## src/rtl/alu_operand_stage_pkg.sv

```systemverilog
// rtl/alu_operand_stage_pkg.sv - RV32I opcode/func constants shared by the operand stage
package alu_operand_stage_pkg;

    localparam int XLEN = 32;

    localparam logic [6:0] OPC_OP     = 7'b0110011;
    localparam logic [6:0] OPC_OP_IMM = 7'b0010011;

    localparam logic [6:0] F7_BASE = 7'b0000000;
    localparam logic [6:0] F7_ALT  = 7'b0100000;

    localparam logic [2:0] F3_ADD  = 3'b000;
    localparam logic [2:0] F3_SLL  = 3'b001;
    localparam logic [2:0] F3_SLT  = 3'b010;
    localparam logic [2:0] F3_SLTU = 3'b011;
    localparam logic [2:0] F3_XOR  = 3'b100;
    localparam logic [2:0] F3_SRL  = 3'b101;
    localparam logic [2:0] F3_OR   = 3'b110;
    localparam logic [2:0] F3_AND  = 3'b111;

    // Sign-extended I-type immediate
    function automatic logic [XLEN-1:0] imm_i(input logic [31:0] instr);
        return {{(XLEN-12){instr[31]}}, instr[31:20]};
    endfunction

endpackage

```

## src/rtl/alu_operand_stage_if.sv

```systemverilog
// rtl/alu_operand_stage_if.sv - instruction, writeback and operand channels of the operand stage
interface alu_operand_stage_if;
    import alu_operand_stage_pkg::*;

    logic            in_valid;
    logic            in_ready;
    logic [31:0]     in_instr;
    logic            wb_we;
    logic [4:0]      wb_rd;
    logic [XLEN-1:0] wb_data;
    logic            out_valid;
    logic            out_ready;
    logic [XLEN-1:0] out_in1;
    logic [XLEN-1:0] out_in2;
    logic [2:0]      out_func3;
    logic            out_opequal;
    logic [4:0]      out_rd;
    logic            out_rd_we;
    logic            out_illegal;

    modport master (
        output in_valid, in_instr, wb_we, wb_rd, wb_data, out_ready,
        input  in_ready, out_valid, out_in1, out_in2, out_func3,
               out_opequal, out_rd, out_rd_we, out_illegal
    );

    modport slave (
        input  in_valid, in_instr, wb_we, wb_rd, wb_data, out_ready,
        output in_ready, out_valid, out_in1, out_in2, out_func3,
               out_opequal, out_rd, out_rd_we, out_illegal
    );
endinterface

```

## src/rtl/alu_operand_stage_regfile_2r1w.sv

```systemverilog
// rtl/alu_operand_stage_regfile_2r1w.sv - 2-read 1-write register file, x0 hardwired, optional ALU_OPERAND_BYPASS_EN write-through
module regfile_2r1w
    import alu_operand_stage_pkg::*;
#(
    parameter int NREGS = 32
) (
    input  logic            clk,
    input  logic            rst,
    input  logic            we_i,
    input  logic [4:0]      waddr_i,
    input  logic [XLEN-1:0] wdata_i,
    input  logic [4:0]      raddr1_i,
    input  logic [4:0]      raddr2_i,
    output logic [XLEN-1:0] rdata1_o,
    output logic [XLEN-1:0] rdata2_o
);
    localparam int AW = $clog2(NREGS);

    logic [XLEN-1:0] regs_q [NREGS];
    logic            wr_ok;

    // Index 0 and indices beyond the implemented file never hold state
    function automatic logic addr_ok(input logic [4:0] a);
        return (a != 5'd0) && (int'(a) < NREGS);
    endfunction

    assign wr_ok = we_i && addr_ok(waddr_i);

    // Storage: reset clears everything and wins over a same-cycle write
    always_ff @(posedge clk) begin
        if (rst) begin
            for (int i = 0; i < NREGS; i++) regs_q[i] <= '0;
        end else if (wr_ok) begin
            regs_q[waddr_i[AW-1:0]] <= wdata_i;
        end
    end

    // Asynchronous reads; the bypass build forwards a same-cycle write
    always_comb begin
        rdata1_o = addr_ok(raddr1_i) ? regs_q[raddr1_i[AW-1:0]] : '0;
        rdata2_o = addr_ok(raddr2_i) ? regs_q[raddr2_i[AW-1:0]] : '0;
`ifdef ALU_OPERAND_BYPASS_EN
        if (wr_ok && (waddr_i == raddr1_i)) rdata1_o = wdata_i;
        if (wr_ok && (waddr_i == raddr2_i)) rdata2_o = wdata_i;
`endif
    end
endmodule

```

## src/rtl/alu_operand_stage.sv

```systemverilog
// rtl/alu_operand_stage.sv - RV32I OP/OP-IMM decode and operand register; ALU_OPERAND_BYPASS_EN enables regfile write-through
module alu_operand_stage
    import alu_operand_stage_pkg::*;
#(
    parameter int NREGS = 32
) (
    input  logic                clk,
    input  logic                rst,
    alu_operand_stage_if.slave  bus
);
    logic [6:0]      opcode, f7;
    logic [2:0]      f3;
    logic [4:0]      rs1, rs2, rd;
    logic [XLEN-1:0] rs1_val, rs2_val;
    logic            legal, is_op, load;

    logic [XLEN-1:0] in1_d, in2_d;
    logic            opequal_d, rd_we_d;

    logic            valid_q, opequal_q, rd_we_q, illegal_q;
    logic [XLEN-1:0] in1_q, in2_q;
    logic [2:0]      func3_q;
    logic [4:0]      rd_q;

    assign opcode = bus.in_instr[6:0];
    assign rd     = bus.in_instr[11:7];
    assign f3     = bus.in_instr[14:12];
    assign rs1    = bus.in_instr[19:15];
    assign rs2    = bus.in_instr[24:20];
    assign f7     = bus.in_instr[31:25];

    assign bus.in_ready = !valid_q || bus.out_ready;
    assign load         = bus.in_valid && bus.in_ready;

    regfile_2r1w #(.NREGS(NREGS)) u_regfile (
        .clk      (clk),
        .rst      (rst),
        .we_i     (bus.wb_we),
        .waddr_i  (bus.wb_rd),
        .wdata_i  (bus.wb_data),
        .raddr1_i (rs1),
        .raddr2_i (rs2),
        .rdata1_o (rs1_val),
        .rdata2_o (rs2_val)
    );

    // Decode: legality, operand selection and qualifier; illegal encodings zero the operands
    always_comb begin
        legal     = 1'b0;
        is_op     = 1'b0;
        opequal_d = 1'b0;
        in1_d     = rs1_val;
        in2_d     = imm_i(bus.in_instr);
        case (opcode)
            OPC_OP: begin
                is_op     = 1'b1;
                in2_d     = rs2_val;
                opequal_d = f7[5];
                legal     = (f7 == F7_BASE) ||
                            ((f7 == F7_ALT) && ((f3 == F3_ADD) || (f3 == F3_SRL)));
            end
            OPC_OP_IMM: begin
                case (f3)
                    F3_SLL: legal = (f7 == F7_BASE);
                    F3_SRL: begin
                        legal     = (f7 == F7_BASE) || (f7 == F7_ALT);
                        opequal_d = f7[5];
                    end
                    default: legal = 1'b1;
                endcase
            end
            default: legal = 1'b0;
        endcase
        // RV32E has no x16..x31; OP-IMM has no rs2 field to check
        if ((NREGS == 16) && (rs1[4] || rd[4] || (is_op && rs2[4]))) legal = 1'b0;
        if (!legal) begin
            in1_d     = '0;
            in2_d     = '0;
            opequal_d = 1'b0;
        end
        rd_we_d = legal && (rd != 5'd0);
    end

    // Output register: loads on transfer, holds under backpressure, drains when accepted
    always_ff @(posedge clk) begin
        if (rst) begin
            valid_q   <= 1'b0;
            in1_q     <= '0;
            in2_q     <= '0;
            func3_q   <= '0;
            opequal_q <= 1'b0;
            rd_q      <= '0;
            rd_we_q   <= 1'b0;
            illegal_q <= 1'b0;
        end else if (load) begin
            valid_q   <= 1'b1;
            in1_q     <= in1_d;
            in2_q     <= in2_d;
            func3_q   <= f3;
            opequal_q <= opequal_d;
            rd_q      <= rd;
            rd_we_q   <= rd_we_d;
            illegal_q <= !legal;
        end else if (bus.out_ready) begin
            valid_q   <= 1'b0;
        end
    end

    assign bus.out_valid   = valid_q;
    assign bus.out_in1     = in1_q;
    assign bus.out_in2     = in2_q;
    assign bus.out_func3   = func3_q;
    assign bus.out_opequal = opequal_q;
    assign bus.out_rd      = rd_q;
    assign bus.out_rd_we   = rd_we_q;
    assign bus.out_illegal = illegal_q;
endmodule

```

## src/flat_wrapper.sv

```systemverilog
// flat-port wrapper written by rule: the top's interface ports become plain ports
module alu_operand_stage_flat import alu_operand_stage_pkg::*;
#(
    parameter int NREGS = 32
)
  (clk, rst, bus_in_valid, bus_in_instr, bus_wb_we, bus_wb_rd, bus_wb_data, bus_out_ready, bus_in_ready, bus_out_valid, bus_out_in1, bus_out_in2, bus_out_func3, bus_out_opequal, bus_out_rd, bus_out_rd_we, bus_out_illegal);
  alu_operand_stage_if bus_i ();
  input  logic clk;
  input  logic rst;
  input wire logic [$bits(bus_i.in_valid)-1:0] bus_in_valid;
  input wire logic [$bits(bus_i.in_instr)-1:0] bus_in_instr;
  input wire logic [$bits(bus_i.wb_we)-1:0] bus_wb_we;
  input wire logic [$bits(bus_i.wb_rd)-1:0] bus_wb_rd;
  input wire logic [$bits(bus_i.wb_data)-1:0] bus_wb_data;
  input wire logic [$bits(bus_i.out_ready)-1:0] bus_out_ready;
  output wire logic [$bits(bus_i.in_ready)-1:0] bus_in_ready;
  output wire logic [$bits(bus_i.out_valid)-1:0] bus_out_valid;
  output wire logic [$bits(bus_i.out_in1)-1:0] bus_out_in1;
  output wire logic [$bits(bus_i.out_in2)-1:0] bus_out_in2;
  output wire logic [$bits(bus_i.out_func3)-1:0] bus_out_func3;
  output wire logic [$bits(bus_i.out_opequal)-1:0] bus_out_opequal;
  output wire logic [$bits(bus_i.out_rd)-1:0] bus_out_rd;
  output wire logic [$bits(bus_i.out_rd_we)-1:0] bus_out_rd_we;
  output wire logic [$bits(bus_i.out_illegal)-1:0] bus_out_illegal;
  assign bus_i.in_valid = bus_in_valid;
  assign bus_i.in_instr = bus_in_instr;
  assign bus_i.wb_we = bus_wb_we;
  assign bus_i.wb_rd = bus_wb_rd;
  assign bus_i.wb_data = bus_wb_data;
  assign bus_i.out_ready = bus_out_ready;
  assign bus_in_ready = bus_i.in_ready;
  assign bus_out_valid = bus_i.out_valid;
  assign bus_out_in1 = bus_i.out_in1;
  assign bus_out_in2 = bus_i.out_in2;
  assign bus_out_func3 = bus_i.out_func3;
  assign bus_out_opequal = bus_i.out_opequal;
  assign bus_out_rd = bus_i.out_rd;
  assign bus_out_rd_we = bus_i.out_rd_we;
  assign bus_out_illegal = bus_i.out_illegal;
  alu_operand_stage #(.NREGS(NREGS)) u_core (.clk(clk), .rst(rst), .bus(bus_i));
endmodule
```

## config.mk

```make
export PLATFORM = sky130hd
export DESIGN_NAME = alu_operand_stage_flat
export DESIGN_NICKNAME = d
export VERILOG_FILES = /design/src/rtl/alu_operand_stage_pkg.sv /design/src/rtl/alu_operand_stage_if.sv /design/src/rtl/alu_operand_stage_regfile_2r1w.sv /design/src/rtl/alu_operand_stage.sv /design/src/flat_wrapper.sv
export SDC_FILE = /design/constraint.sdc
export NUM_CORES = 2
export LEC_CHECK = 0
export BUFFER_PORTS_ARGS = -buffer_cell sky130_fd_sc_hd__buf_2
export CAP_MARGIN = 25
export CORE_MARGIN = 3
export CORE_UTILIZATION = 54
export DETAILED_ROUTE_END_ITERATION = 16
export PLACE_DENSITY = 0.72
export SLEW_MARGIN = 20
export SYNTH_ARGS = -nofsm -noshare
export SYNTH_HDL_FRONTEND = slang
export SYNTH_SLANG_ARGS = --single-unit
```

## constraint.sdc

```tcl
create_clock -name clk -period 3 [get_ports clk]
set_input_delay 0.75 -clock clk [delete_from_list [all_inputs] [get_ports clk]]
set_output_delay 0.75 -clock clk [all_outputs]
set_load 0.05 [all_outputs]
```

[Word level (Yosys, flattened, before mapping)]
Memories as Yosys holds them, arrays and structs flattened.
Index checks and enable logic that the tools add are counted.
Storage, ports and cells
  register bits: 76
  bits in writable memories: 1024
  bits of input ports: 74
  output and inout port bits: 77
  logic and storage cells: 52
  memories kept: 1
Operators by class
  equality and inequality tests: 5
  muxes and demuxes: 20
  reduce and logical (&&, ||, !) cells: 18
Memories
  u_core.u_regfile.regs_q: depth 32, width 32, rd ports 2, clocked after Yosys merged registers in 0, wr ports 32, line alu_operand_stage_regfile_2r1w.sv:19  | logic [XLEN-1:0] regs_q [NREGS];
Operators with widths (number)
  32-bit two-way mux: 6
  32-bit OR reduction: 1
  5-bit nonzero test: 4
  7-bit by 6-bit equality test with 1-bit output (second input constant): 2
  1-bit two-way mux: 10
  7-bit by 5-bit equality test with 1-bit output (second input constant): 1
  7-bit logical NOT: 1
  1-bit one-hot mux with 2 select lines: 3
  5-bit two-way mux: 1
  1-bit logical AND: 4
  1-bit logical OR: 4
  3-bit by 1-bit equality test with 1-bit output (second input constant): 1
  3-bit equality test (second input constant): 1
  3-bit logical NOT: 1
  1-bit logical NOT: 2
  2-bit nonzero test: 1

[Depth between registers and ports, before layout]
  depth in word-level cells: 7
  mapped depth: 9
  mapped depth without buffers: 6

[Cells and area by module]
Synthesis repeated with hierarchy kept, for this count alone.
Second synthesis, totals
  cell total of the unflattened synthesis: 3896
  area, all modules: 57814.2 um^2
By module, submodules not included
  regfile_2r1w: instances 1, cells each 3502, area an instance 54232.0 um^2, sequential area each 30749.5 um^2
  alu_operand_stage: instances 1, cells each 394, area an instance 3582.2 um^2, sequential area each 1521.5 um^2

[Worst setup path before layout]
OpenSTA, ideal clock, no wires.
  path kind: input to register
  start point: input bus_in_instr[16]
  end point: register u_core.in1_q[22] (netlist: u_core.bus.out_in1[22])
  setup time: 0.139 ns
  data arrival time: 2.432 ns
  required time: 2.861 ns
  setup slack: 0.428 ns
  stages: 8
  buffers on the path: 3
  cell sequence: buf_2 -> buf_2 -> buf_2 -> mux4_2 -> mux2i_1 -> nand2_1 -> a32oi_1 -> nor3_2
Between the ends
  cells in the longest elaborated chain, start to end: 3
  elaborated cells between the ends (all ways): 4
  those cells by class: mux: 2; reduce/logical: 1; memory: 1
Ends and longest elaborated chain
  start, declared: line flat_wrapper.sv:11  | input wire logic [$bits(bus_i.in_instr)-1:0] bus_in_instr;
  memory read 32 x 32 bit / 5-bit nonzero test (equally long branches)
  32-bit two-way mux (*): line alu_operand_stage_regfile_2r1w.sv:40  | rdata1_o = addr_ok(raddr1_i) ? regs_q[raddr1_i[AW-1:0]] : '0;
  32-bit two-way mux (*): line alu_operand_stage.sv:76  | if (!legal) begin
  end signal, assigned: line alu_operand_stage.sv:97  | in1_q <= in1_d;
  end, declared: line alu_operand_stage.sv:21  | logic [XLEN-1:0] in1_q, in2_q;
Mark *: on every way between the ends. The rest lies on a longest branch, timed or not.
A chain may end at the register's enable or synchronous reset.

[Worst setup path after layout]
  start point: register u_core.in2_q[11] (netlist: u_core.bus.out_in2[11])
  end point: output bus_out_in2[11]
RTL lines
  start, declared: line alu_operand_stage.sv:21
  start signal, assigned: line alu_operand_stage.sv:98  | in2_q <= in2_d;
  end, declared: line flat_wrapper.sv:19  | output wire logic [$bits(bus_i.out_in2)-1:0] bus_out_in2;
No word-level cell between the ends.

==> impl_metrics.yaml <==
status:
  run_status: "completed"
critical_path:
  worstSetupEndpoint: "bus_out_in2[11]"
  critical_path_peak_fanout: 2
  cpPeakStageDelay_ns: 0.64
  path_class: "register to output port"
  worst_r2r_path_depth: 6
  worst_ep_required_time_ns: 2.25
  critPathLaunchType: "register"
  timing.rr.start: "u_core.u_regfile.regs_q[31][2]$_SDFFCE_PN0P_"
  timing.rr.end: "u_core.bus.out_in2[2]$_SDFFE_PP0P_"
  cp.buffers_inverters: 1
  critPathArrivalTime_ns: 1.72
  crit_path_cell_trace: "buf_2"
  kind_of_capture_point_of_the_worst_setup_path: "output port"
  timing.critical_path.from: "u_core.bus.out_in2[11]$_SDFFE_PP0P_"
  ff2ff_setup_slack_ns: 0.88
  cpLargestDelayFamily: "flip-flops"
  crit_cells: 1
  cp_slowest_cell: "dfxtp_1"
sta:
  finClkSkew_ns: 0.0231
  final.period_utilization: 0.824
  timing.final.crit_period_ns: 2.47
  rsz_0062_raised_after_global_routing: "no"
  timing.max_slew.rel_slack: 0.368
  hold_violations: 0
  fin_tns_setup_ns: 0
  max_clock_freq_ghz: 0.405
  setup_viol_count_final: 0
  fin_ws_ns: 0.529
  report.final.slew_viol_count: 0
  worst-slew-pin-transition_ns: 0.948
cts:
  clockRootBuffer: "clkbuf_16"
  clk_pin_slew_worst_paths_ns: 0.06
  clock_insertion_delay_worst_skew_ns: 0.72
  cts_hold_buf: 0
  cts.repair.resized: 0
  cts-buffers-inserted: 114
  cts_tree: "done"
  clock_sink_count: 1100
  cts-root-to-sink-buffers: 3
  cts-htree-levels: 3
  post_cts_buffers: 0
logic_synthesis:
  synthCells: 3969
  async_reset_ff_frac: 0
  synth-main-ff-cell: "edfxtp_1"
  synth_area_sq_mm: 0.0577
  synth_sequential_area_ratio: 0.559
  synth_top_area_share: 0.533
  synth_seq_cells: 1100
  postSynthAreaPerCell_sq_um: 14.5
  post_synth_num_cell_types: 66
  yosysWarningCount: 0
  synth_top_cells_by_area: "edfxtp_1, mux4_2, and2_1"
  synth_enable_flop_cells: 1024
  post-synth-top-area-cell: "edfxtp_1"
die:
  initial_utilization: 0.546
  design.core.area_sq_mm: 0.106
  fp-row-count: 119
  floorplan.die_area_sq_mm: 0.111
  fp.dieH_um: 333
  chipWidth_um: 333
  top_level_ports: 151
route:
  via_per_inst: 7.01
  remaining_drc_errors: 0
  final_antenna_net_count: 0
  dr_total_vias: 39700
  detailedRoute.firstIterationViolations: 6449
  average_routed_wire_per_standard_cell_um: 36.1
  routed_wirelength_um: 204000
  drt_first_pass_iters: 8
global_routing:
  grt_pass1_wl_um: 288000
  grt_antenna_before_repair: 21
  grt_pass1_vias: 39300
  grt_overflow: 0
  grt_util_all_layers: 0.367
  grt_max_degree: 113
place:
  preCtsSetupSlack_ns: 0.138
  post-dp-hpwl_um: 132000
  placement.io_buffers: 150
  placer_congestion: 0.921
final_layout:
  drive_above_1_share: 0.292
  area_growth_from_synthesis_to_layout_pct: 14.4
  num-nets-final: 4233
  fillerInstances: 7693
hold_path:
  timing.hold.worst.start: "bus_in_instr[10]"
  class_of_the_most_critical_hold_timing_path: "primary input to register"
flow_run:
  drv_cap: 0
power_and_ir_drop:
  leakagePower_uw: 0.0233
  max-vdd-ir-drop_v: 0.000471
  design_power_total_uw: 36500
  power.density_mw_per_mm2: 553
## report_power, final
group	total [uW]	internal, uW	leakage (uW)	switching [uW]
sequential	18000	17500	0.0104	436
combinational	4260	1830	0.0111	2430
clock	14300	8180	0.00181	6090
## Yosys cell counts, drive strengths merged (2+ instances only)
cell type / count
nand3b: 8
and2: 998
a22oi: 33
and3: 3
nor2: 105
a211oi: 29
o21a: 6
mux2i: 207
nor2b: 17
buf: 129
o32ai: 2
o21ai: 58
or2: 36
clkbuf: 278
o211ai: 18
a31oi: 4
a221oi: 53
nor3: 27
nand2b: 28
o221ai: 7
a2111oi: 24
nand4: 3
a311oi: 2
inv: 2
nand2: 85
nand3: 19
or3: 3
or3b: 2
or4: 2
dfxtp: 76
o22ai: 48
a21oi: 94
a32oi: 27
edfxtp: 1024
mux4: 430
nand4bb: 2
mux2: 69
## sequential cells by signal, summed over array words and instances, names as in the netlist
register,count
u_core.u_regfile.regs_q,1024
u_core.bus.out_in1,32
u_core.bus.out_in2,32
u_core.bus.out_rd,5
u_core.bus.out_func3,3
u_core.bus.out_illegal,1
u_core.bus.out_opequal,1
u_core.bus.out_rd_we,1
u_core.bus.out_valid,1
## layer usage
metal / GRT usage / wire length (um) / share of wire
met1: 0.481 / 70100 / 0.34
met2: 0.564 / 92700 / 0.45
met3: 0.0981 / 28700 / 0.14
met4: 0.193 / 13000 / 0.063
met5: 0 / 13 / 0.000064
## cell type report
class                           instances  area (sq um)  area share
Sequential cell                      1100         32300       0.489
Multi-Input combinational cell       2491         24000       0.363
Timing Repair Buffer                  450          4270      0.0647
Clock buffer                          149          3100      0.0469
Tap cell                             1391          1740      0.0264
Clock inverter                         64           611     0.00925
Antenna cell                           19          47.5    0.000720
Inverter                                2          7.51    0.000114
## placed cells by master (no fill, tap or decap), types with 28 or more instances in the layout
cell / n
mux4_2: 430
o21ai_0: 52
o22ai_1: 48
buf_2: 143
buf_12: 96
mux2_2: 68
conb_1: 32
nor2_4: 33
nand2b_1: 28
or2_2: 32
mux2i_1: 207
and2_1: 997
a211oi_1: 28
nor2_1: 72
a22oi_1: 33
dfxtp_1: 76
a21oi_1: 94
clkbuf_16: 115
a221oi_1: 28
nand2_1: 83
buf_4: 204
edfxtp_1: 1024
## through the flow
stage	util	std cells	cell area [sq um]	hold WS [ns]
floorplan	-	4000	57800	0.671
global placement	0.589	5434	62300	0.440
detailed placement	0.589	5434	62300	0.447
CTS	0.624	5647	66000	0.259
global route	0.624	5653	66000	0.287
finish	0.624	5666	66000	0.283
## how the worst min path moves through the flow
stage / to / slack (ns) / cells past startpoint
2_1_floorplan: u_core.bus.out_opequal$_SDFFE_PP0P_ / 0.67 / 2
3_3_place_gp: u_core.bus.out_rd_we$_SDFFE_PP0P_ / 0.44 / 2
3_5_place_dp: u_core.bus.out_func3[1]$_SDFFE_PP0P_ / 0.45 / 2
4_1_cts: u_core.bus.out_rd[3]$_SDFFE_PP0P_ / 0.26 / 3
5_1_grt: u_core.bus.out_rd[0]$_SDFFE_PP0P_ / 0.29 / 3
6_report: u_core.bus.out_rd[3]$_SDFFE_PP0P_ / 0.28 / 3
## kinds of logic (layout without fill, tap and decap cells)
family	count (synthesis)	count (layout)	share of synthesized area
AND/OR/NAND/NOR	1342	1342	0.139
AO/OA/AOI/OAI	411	411	0.0520
buffers and inverters	409	665	0.0324
other	1	51	0.0000650
multiplexers	706	706	0.217
flip-flops	1100	1100	0.559
Power figures use the tool's default switching activity.
